File: config.mk
export PLATFORM = sky130hd
export DESIGN_NAME = mux_arb_n
export DESIGN_NICKNAME = d
export VERILOG_FILES = /design/src/rtl/mux_arb_n.sv
export SDC_FILE = /design/constraint.sdc
export NUM_CORES = 1
export LEC_CHECK = 0
export ABC_CLOCK_PERIOD_IN_PS = 1950
export CAP_MARGIN = 15
export CORE_ASPECT_RATIO = 1.4
export CORE_MARGIN = 3
export CORE_UTILIZATION = 39
export DETAILED_ROUTE_END_ITERATION = 8
export GPL_TIMING_DRIVEN = 0
export PLACE_DENSITY_LB_ADDON = 0.25
export SYNTH_ARGS = -nofsm -noshare
export SYNTH_HDL_FRONTEND = slang
export SYNTH_SLANG_ARGS = --single-unit
File: constraint.sdc
create_clock -name clk -period 1.95 [get_ports clk]
set_input_delay 0.2925 -clock clk [delete_from_list [all_inputs] [get_ports clk]]
set_output_delay 0.2925 -clock clk [all_outputs]
set_load 0.02 [all_outputs]
File: src/rtl/mux_arb_n.sv
// mux_arb_n: NUM_CH-way valid/ready arbiter feeding a single-entry output register.
// Define MUX_ARB_RR_EN for round-robin arbitration; otherwise the lowest index wins.
module mux_arb_n #(
    parameter  int NUM_CH = 4,
    parameter  int DATA_W = 32,
    localparam int SEL_W  = (NUM_CH > 1) ? $clog2(NUM_CH) : 1
) (
    input  logic                     clk,
    input  logic                     rstn,
    input  logic                     flush,
    input  logic [NUM_CH-1:0]        in_valid,
    input  logic [NUM_CH*DATA_W-1:0] in_data,
    output logic [NUM_CH-1:0]        in_ready,
    output logic                     out_valid,
    output logic [DATA_W-1:0]        out_data,
    output logic [SEL_W-1:0]         out_sel,
    input  logic                     out_ready
);

    logic              load;
    logic              any_vld;
    logic [NUM_CH-1:0] grant;
    logic [SEL_W-1:0]  gsel;
    logic [DATA_W-1:0] gdata;

    assign any_vld = |in_valid;
    assign load    = ~flush & (~out_valid | out_ready);

`ifdef MUX_ARB_RR_EN
    logic [SEL_W-1:0] ptr;

    // Scan from ptr upward, wrapping; the first requester found wins.
    always_comb begin
        logic found;
        int   j;
        grant = '0;
        found = 1'b0;
        j     = 0;
        for (int k = 0; k < NUM_CH; k++) begin
            j = int'(ptr) + k;
            if (j >= NUM_CH) j = j - NUM_CH;
            if (!found && in_valid[j]) begin
                grant[j] = 1'b1;
                found    = 1'b1;
            end
        end
    end

    always_ff @(posedge clk or negedge rstn) begin
        if (!rstn)
            ptr <= '0;
        else if (load && any_vld)
            ptr <= (gsel == SEL_W'(NUM_CH - 1)) ? '0 : gsel + SEL_W'(1);
    end
`else
    // Isolate the lowest set request bit.
    assign grant = in_valid & (~in_valid + NUM_CH'(1));
`endif

    always_comb begin
        gsel  = '0;
        gdata = '0;
        for (int i = 0; i < NUM_CH; i++) begin
            if (grant[i]) begin
                gsel  = gsel | SEL_W'(i);
                gdata = gdata | in_data[i*DATA_W +: DATA_W];
            end
        end
    end

    // Held low during reset so no producer sees an accept it cannot complete.
    assign in_ready = (rstn && load) ? grant : '0;

    always_ff @(posedge clk or negedge rstn) begin
        if (!rstn) begin
            out_valid <= 1'b0;
            out_data  <= '0;
            out_sel   <= '0;
        end else if (flush) begin
            out_valid <= 1'b0;
        end else if (load) begin
            out_valid <= any_vld;
            if (any_vld) begin
                out_data <= gdata;
                out_sel  <= gsel;
            end
        end
    end

endmodule
==> flow_summary.ini, run 1 <==
[sta]
tightestPinTransition_ns = 0.5763
finalSetupViolCount = 0
rsz0062_at_grt = no
fin_ws_ns = 0.07568
skew_ns = 0.009087
drv_slew = 0
fmax_mhz = 533.5
whs_ns = 0.004042
finalCritPeriodShare = 0.9612
fin_crit_ns = 1.874
finalHoldViolations = 0
slew_headroom = 0.6129

[detailed_routing]
via_per_inst = 5.793
drt_pass1_iterations = 5
first_iter_violations = 109
vias = 3082
post-route-drc-count = 0
wire_per_inst_um = 19.32
drt_wl_total_um = 10280
ant_nets = 0

[setup_path]
worstPathMaxFanout = 10
required_ns = 1.66
reg2reg_from = out_valid
startpoint = out_ready
cp_data_arrival_time_ns = 1.58
critical_path_class = primary input to output pin
cp-end-kind = output pin
worstSetupStartpointType = primary input

[logic_synthesis]
synth_area_sq_um = 2644
ys_warn_count = 0
ys_ff_latch = 35
synth_seq_area_share = 0.3313
netlist_instances = 279
syn-num-nets = 415
avgSynthCellArea_sq_um = 9.476
yosysUniqueCellTypes = 24

[clock_network]
cts_buffers = 5
cts_tree = built
ctsHoldBuffers = 0
path_clk_slew_ns = 0.08
h-tree-depth = 2
clkLatencyLatePin_ns = 0.28
clock_path_buffers = 2
cts-root-buf = clkbuf_8
cts_sinks = 35

[outcome]
status = complete, no violations

[global_route]
overflow = 0
antenna_found_initial = 0
grt_max_degree = 40
grt_pass1_wl_um = 15100
grt_pass1_vias = 3083
grt_usage = 0.2548

[floorplanning]
dieArea_sq_um = 7817
io_pins = 175
rows = 34
chipWidth_um = 75.59
core_region_area_sq_um = 6381
start_util = 0.4143
die_h_um = 103.4

[placed_design]
dpl_worst_slack_ns = -0.9058
dp_hpwl_um = 7914
port_buffers = 171
gp_congestion = 0.8156

[min_path]
hp-class = primary input to asynchronous set/reset pin

[power_and_ir_drop]
power_density_nw_per_um2 = 594.1
vdd.ir_drop.worst_v = 0.0003464
power_leakage_nw = 1.860

[layout]
antennaDiodeCount = 0
drive_gt1_frac = 0.1043
area_growth_pct = 73.69
final_nets = 595

[job]
maxCapViolations = 0
## critical path, stage by stage
cell and delay, ns:
clkdlybuf4s50_1 0.46, nor2b_1 0.04, buf_2 0.19, nor2_4 0.13
and4b_1 0.20, clkdlybuf4s15_2 0.26
## power by group
group          switching (mW)  internal, mW  leakage (nW)
combinational           0.480         0.660          1.41
clock                   0.270         0.414        0.0612
sequential             0.0687         0.835         0.387
## layout make-up
| type | instances | area, sq um |
|---|---|---|
| Timing Repair Buffer | 174 | 1719 |
| Clock buffer | 6 | 82.58 |
| Tap cell | 72 | 90.09 |
| Fill cell | 532 | 1789 |
| Clock inverter | 2 | 35.03 |
| Multi-Input combinational cell | 175 | 1458 |
| Sequential cell | 35 | 875.8 |
| Buffer | 35 | 207.7 |
| Inverter | 33 | 123.9 |
## timing repair
action                     4_1_cts  5_1_grt
gates resized for setup         18        5
setup endpoints to repair        4        4
cloned                           0        0
buffers inserted                 1        2
pin swaps                        1        0
## flip-flops by register name (all words and copies together) (netlist names)
signal,flops
out_sel,2
out_data,32
out_valid,1
## per-layer routing
| layer | GRT usage | vias to the layer above | wire length, um |
|---|---|---|---|
| met2 | 0.4923 | 147 | 5679 |
| met5 | 0 | - | 0 |
| met4 | 0.04307 | 0 | 86 |
| met3 | 0.05029 | 8 | 678 |
| li1 | - | 1446 | - |
| met1 | 0.2839 | 1481 | 3836 |
## cells in the final DEF, fill, tap and decap left out, types with 9 or more instances in the layout
cell type / synthesis / routed
clkbuf_1: 15 / 14
a22o_1: 32 / 32
inv_1: 33 / 33
clkdlybuf4s50_1: 0 / 165
a2111oi_0: 23 / 23
dfrtp_1: 35 / 35
a2111oi_1: 9 / 9
a21oi_1: 33 / 33
a2bb2oi_1: 23 / 23
a2bb2oi_2: 9 / 9
nand3b_1: 32 / 32
## cell families (layout without fill, tap and decap cells)
logic type | count (synthesis) | in the layout | synth area share
buf+inv | 69 | 250 | 0.1235
flops | 35 | 35 | 0.3313
compound gates | 131 | 131 | 0.4136
simple gates | 44 | 44 | 0.1316
## cells in the mapped netlist (all sizes together)
cell,count,area [sq um]
nand3b,32,240.2
nor4,1,21.27
nor3,1,16.27
a2111oi,32,291.5
inv,33,123.9
a22o,32,280.3
dfrtp,35,875.8
and3,2,12.51
buf,20,141.4
o32a,2,20.02
a21oi,33,165.2
and4b,1,10.01
nor2b,2,12.51
nor2,3,11.26
clkbuf,16,61.30
nor4b,1,15.01
and4,1,8.760
a2bb2oi,32,336.6
## worst paths after layout
check                                    end  depth (start not counted)  slack, ns
worst max-delay path             in_ready[1]                          6       0.08
worst min-delay path             out_data[1]                          1      0.004
worst max register to register  out_data[17]                          5       0.23
worst min register to register    out_sel[1]                          1       0.51
max in group asynchronous       out_data[17]                          1       1.57
min in group clk                  out_sel[1]                          1       0.51
## through the flow
| step | std cells | utilization | setup TNS (ns) | instance area, sq um | power (mW) |
|---|---|---|---|---|---|
| after global placement | 522 | 0.6967 | -21.83 | 4446 | 2.030 |
| final | 532 | 0.7196 | 0 | 4592 | 2.728 |
| after detailed placement | 522 | 0.6959 | -8.025 | 4441 | 2.050 |
| after floorplan | 279 | - | 0 | 2644 | 1.435 |
| after global routing | 532 | 0.7196 | 0 | 4592 | 2.854 |
| after CTS | 530 | 0.7175 | 0 | 4578 | 2.737 |
No activity file was read; power rests on OpenSTA's default activity.
==> inputs of run 2 (changes only) <==
--- a/config.mk
+++ b/config.mk
@@ -7,9 +7,11 @@
 export LEC_CHECK = 0
 export ABC_CLOCK_PERIOD_IN_PS = 1950
 export CAP_MARGIN = 15
+export CELL_PAD_IN_SITES_DETAIL_PLACEMENT = 2
+export CELL_PAD_IN_SITES_GLOBAL_PLACEMENT = 2
 export CORE_ASPECT_RATIO = 1.4
 export CORE_MARGIN = 3
-export CORE_UTILIZATION = 39
+export CORE_UTILIZATION = 21
 export DETAILED_ROUTE_END_ITERATION = 8
 export GPL_TIMING_DRIVEN = 0
 export PLACE_DENSITY_LB_ADDON = 0.25
==> run 2 against run 1 <==
  * Critical path type unchanged
  * Final cell count up 14%
  * Hold slack gained 0.50 ns
  * Sequential power barely moved
  * Clock-buffer cell count is the same
  * Highest routed layer is now met5
  * Cell area grew 3.5%
  * Setup slack gained 0.0033 ns
==> flow_summary.ini, run 2 (synthesis gave the netlist of run 1 again) <==
[layout]
largest_register_ffs = 32
mostFrequentLayoutCells = clkdlybuf4s50_1 (164), dfrtp_1 (35), inv_1 (33), a21oi_1 (33)
n_fill_cell = 1349
finalInstanceArea_sq_um = 4751
max_flop_register = out_data
area_growth_pct = 79.70
drive_gt1_frac = 0.09804
antennaDiodeCount = 0
stdcell_count = 606
final_common_cell = clkdlybuf4s50_1
final_nets = 596
largestRegisters = out_data x32, out_sel x2, out_valid x1

[setup_path]
crit_family = buffers and inverters
r2r_setup_slack_ns = 0.29
critical_path_class = primary input to output pin
cp_data_arrival_time_ns = 1.58
crit_slowest_cell = clkdlybuf4s50_1
max_stage_delay_ns = 0.48
worstPathMaxFanout = 10
cp-end-kind = output pin
required_ns = 1.66
worstSetupStartpointType = primary input
crit_chain = clkdlybuf4s50_1, nor2b_2, buf_6, nor2_2, and3_1, clkdlybuf4s15_1
critical_path_buf_inv_count = 3

[sta]
whs_ns = 0.5040
fin_crit_ns = 1.871
finalSetupViolCount = 0
slew_headroom = 0.3880
fin_ws_ns = 0.07897
drv_slew = 0
rsz0062_at_grt = no
finalCritPeriodShare = 0.9595
fmax_mhz = 534.5
skew_ns = 0.002502
finalHoldViolations = 0
tightestPinTransition_ns = 0.9150

[floorplanning]
core_region_area_sq_um = 12060
dieArea_sq_um = 13990
chipWidth_um = 100.8
io_pins = 175
die_h_um = 138.8
rows = 47
start_util = 0.2193

[power_and_ir_drop]
power_mw = 2.838
power_density_nw_per_um2 = 597.5
power_leakage_nw = 1.875
vdd.ir_drop.worst_v = 0.0003131

[placed_design]
place_area_sq_um = 4562
gp_congestion = 0.7477
dp_hpwl_um = 10200
dpl_worst_slack_ns = -1.024
port_buffers = 171
dpl.cell_count = 598

[global_route]
overflow = 0
grt_pass1_wl_um = 19870
grt_usage = 0.1818
grt_max_degree = 20
grt_pass1_vias = 3577
antenna_found_initial = 1

[job]
maxCapViolations = 0

[detailed_routing]
post-route-drc-count = 0
vias = 3071
via_per_inst = 5.068
wire_per_inst_um = 21.33
drt_pass1_iterations = 4
ant_nets = 0
first_iter_violations = 50
drt_wl_total_um = 12930

[clock_network]
h-tree-depth = 2
clkLatencyLatePin_ns = 0.28
cts_buffers = 5
cts_sinks = 35
cts-root-buf = clkbuf_16
cts_tree = built
path_clk_slew_ns = 0.06
clock_path_buffers = 2

[outcome]
status = complete, no violations

[min_path]
hp-class = flip-flop to flip-flop
==> run 2: cell types whose count changed in the layout (fill, tap and decap cells not counted), moves of 2 or more <==
cell / previous run / this run
clkbuf_8: 6 / 0
clkdlybuf4s15_2: 2 / 4
clkbuf_2: 3 / 1
dlygate4sd3_1: 0 / 2
clkbuf_16: 0 / 5
==> run 2: per-stage QoR <==
step                utilization  setup TNS [ns]
floorplan                     -               0
global placement         0.3765          -31.61
detailed placement       0.3784          -12.83
CTS                      0.3935               0
global route             0.3941               0
finish                   0.3941               0
==> run 2: per-layer routing <==
metal / share of wire / global-route usage / wire [um]
met5: 0.00054 / 0 / 7
met4: 0.0097 / 0.02981 / 125
met3: 0.067 / 0.04731 / 871
met2: 0.54 / 0.3478 / 7035
met1: 0.38 / 0.1980 / 4889
==> run 2: what timing repair did <==
item,in CTS,in global routing
setup endpoints to repair,26,2
pin swaps,1,0
setup buffers,2,0
gates cloned,0,0
endpoints found under the hold margin,17,0
hold buffers,2,0
gates resized for setup,21,3
==> run 2: final cells by class <==
cell class,count,area (sq um),area share
repair buffers,176,1773,0.3732
multi-input cells,175,1455,0.3063
flip-flops and latches,35,875.8,0.1844
plain buffers,34,210.2,0.04425
well taps,147,183.9,0.03871
clock buffers,6,128.9,0.02713
inverters,33,123.9,0.02607
==> run 2: worst paths after layout <==
check / startpoint / depth (start not counted) / end
max: out_ready / 6 / in_ready[0]
min: out_sel[1] / 1 / out_sel[1]
max reg2reg: out_valid / 5 / out_data[16]
min reg2reg: out_sel[1] / 1 / out_sel[1]
max in group asynchronous: rstn / 3 / out_data[7]
min in group asynchronous: rstn / 2 / out_data[25]
==> run 2: power by group <==
part | switching (mW) | internal [mW]
registers | 0.0685 | 0.837
clock network | 0.299 | 0.460
logic | 0.506 | 0.668
==> inputs of run 3 (changes only) <==
--- a/config.mk
+++ b/config.mk
@@ -13,7 +13,6 @@
 export CORE_MARGIN = 3
 export CORE_UTILIZATION = 21
 export DETAILED_ROUTE_END_ITERATION = 8
-export GPL_TIMING_DRIVEN = 0
 export PLACE_DENSITY_LB_ADDON = 0.25
 export SYNTH_ARGS = -nofsm -noshare
 export SYNTH_HDL_FRONTEND = slang
==> run 3 against run 2 <==
  * Flip-flop and latch count did not move
  * Hold slack lost 0.47 ns
  * Non-clock buffer count down 21
  * First-iteration DRC count grew 48%
  * Register-to-register slack gained 0.11 ns
  * Combinational power is essentially flat
  * Global-route usage down 1.3 points
  * Clock skew rose by 0.0013 ns
  * Core utilization fell by 1.0 points
  * Clock-buffer cell count did not move
  * Die area is the same
==> flow_summary.ini, run 3 (synthesis gave the netlist of run 1 again) <==
[outcome]
status = complete, no violations

[sta]
finalSetupViolCount = 0
whs_ns = 0.03043
skew_ns = 0.003811
final.setup.tns_ns = 0
finalHoldViolations = 0
rsz0062_at_grt = no
fmax_mhz = 529.9
fin_crit_ns = 1.887
finalCritPeriodShare = 0.9677
tightestPinTransition_ns = 0.5817
slew_headroom = 0.6122
drv_slew = 0

[setup_path]
cp_data_arrival_time_ns = 1.59
max_stage_delay_ns = 0.51
required_ns = 1.66
r2r_cells = 5
worstPathMaxFanout = 4
reg2reg_from = out_valid
critical_path_class = primary input to output pin
crit_chain = clkdlybuf4s50_1, nor2b_4, nor2_1, and4_1, clkdlybuf4s15_1
r2r_setup_slack_ns = 0.40
worstSetupStartpointType = primary input
crit_slowest_cell = clkdlybuf4s50_1
cp-end-kind = output pin
r2r-end = out_data[21]

[power_and_ir_drop]
power_density_nw_per_um2 = 606.8
power.switching_mw = 0.8530
vdd.ir_drop.worst_v = 0.0003150
p_seq_frac = 0.323
comb_power_share = 0.407
swShare = 0.3039
power_leakage_nw = 1.836
internal_power_mw = 1.954
p_clk_frac = 0.270

[layout]
final_nets = 575
final_common_cell = clkdlybuf4s50_1
finalInstanceArea_sq_um = 4626
area_growth_pct = 74.96
largest_register_ffs = 32
mostFrequentLayoutCells = clkdlybuf4s50_1 (166), dfrtp_1 (35), inv_1 (33), a21oi_1 (33)
antennaDiodeCount = 0
largestRegisters = out_data x32, out_sel x2, out_valid x1
post-route-util = 0.3837
max_flop_register = out_data
drive_gt1_frac = 0.08447

[global_route]
grt_pass1_vias = 3344
grt_max_degree = 56
overflow = 0
grt_usage = 0.1692
grt_pass1_wl_um = 18520
antenna_found_initial = 0

[floorplanning]
chipWidth_um = 100.8
rows = 47
core_region_area_sq_um = 12060
dieArea_sq_um = 13990
start_util = 0.2193
io_pins = 175
die_h_um = 138.8

[detailed_routing]
vias = 3022
routed.top_layer = met4
post-route-drc-count = 0
first_iter_violations = 74
wl_met1_um = 4362
via_per_inst = 5.166
drt_pass1_iterations = 4
drt_wl_total_um = 11920
routed-wl-met3_um = 900
route.met2.wl_um = 6493
wire_per_inst_um = 20.38
ant_nets = 0

[placed_design]
port_buffers = 174
gp_congestion = 0.7020
dp_hpwl_um = 8923
place_area_sq_um = 4501

[clock_network]
cts_sinks = 35
path_clk_slew_ns = 0.05
cts_tree = built
cts-root-buf = clkbuf_16
h-tree-depth = 2
ctsHoldBuffers = 0
clkLatencyLatePin_ns = 0.28
cts_buffers = 5
clock_path_buffers = 2

[min_path]
hp-class = primary input to asynchronous set/reset pin

[job]
maxCapViolations = 0
==> run 3: cell types whose count changed in the layout (fill, tap and decap cells not counted), moves of 4 or more <==
cell             before  now
clkdlybuf4s15_2       4    0
buf_6                 8    0
buf_4                 6   13
clkbuf_1             15    1
==> run 3: worst max path at each step <==
stage	startpoint	slack, ns	endpoint
floorplan	in_valid[0]	0.33	in_ready[3]
global placement	in_valid[3]	-0.17	in_ready[3]
detailed placement	out_ready	-0.24	in_ready[2]
CTS	out_ready	0.03	in_ready[2]
global route	out_ready	0.01	in_ready[2]
finish	out_ready	0.06	in_ready[2]
==> run 3: repair_timing <==
action,CTS,global route
gates resized for setup,4,1
setup endpoints to repair,4,1
hold endpoints to repair,0,0
buffers inserted,0,0
cloned,0,0
==> run 3: routing by layer <==
| metal | GRT usage | up-vias |
|---|---|---|
| li1 | - | 1404 |
| met1 | 0.1873 | 1495 |
| met2 | 0.3110 | 114 |
| met3 | 0.05184 | 9 |
| met4 | 0.03620 | 0 |
| met5 | 0 | - |
==> run 3: through the flow <==
| stage | power, mW | std cells | setup WS [ns] |
|---|---|---|---|
| after global routing | 2.965 | 585 | 0.01444 |
| after detailed placement | 2.079 | 579 | -0.2371 |
| final | 2.807 | 585 | 0.06298 |
| after global placement | 2.050 | 579 | -0.1744 |
| after CTS | 2.856 | 585 | 0.02677 |
| after floorplan | 1.435 | 279 | 0.3299 |
==> run 3: critical path, delay by kind of cell <==
kind / cells / cell delay, ns
buffers and inverters: 2 / 0.81
AND/OR/NAND/NOR: 3 / 0.48
==> run 3: final cells by class <==
| class | instances | area, sq um |
|---|---|---|
| fillers | 1347 | 7430 |
| repair buffers | 189 | 1856 |
| multi-input cells | 175 | 1458 |
| flip-flops and latches | 35 | 875.8 |
| well taps | 147 | 183.9 |
| clock buffers | 6 | 128.9 |
| inverters | 33 | 123.9 |
==> run 3: power by group through the flow <==
stage,combinational [mW],clock (mW),sequential [mW]
after detailed placement,1.16,0,0.919
after global routing,1.23,0.813,0.926
after global placement,1.14,0,0.911
after floorplan,0.386,0,1.05
final,1.14,0.757,0.907
after CTS,1.16,0.782,0.910
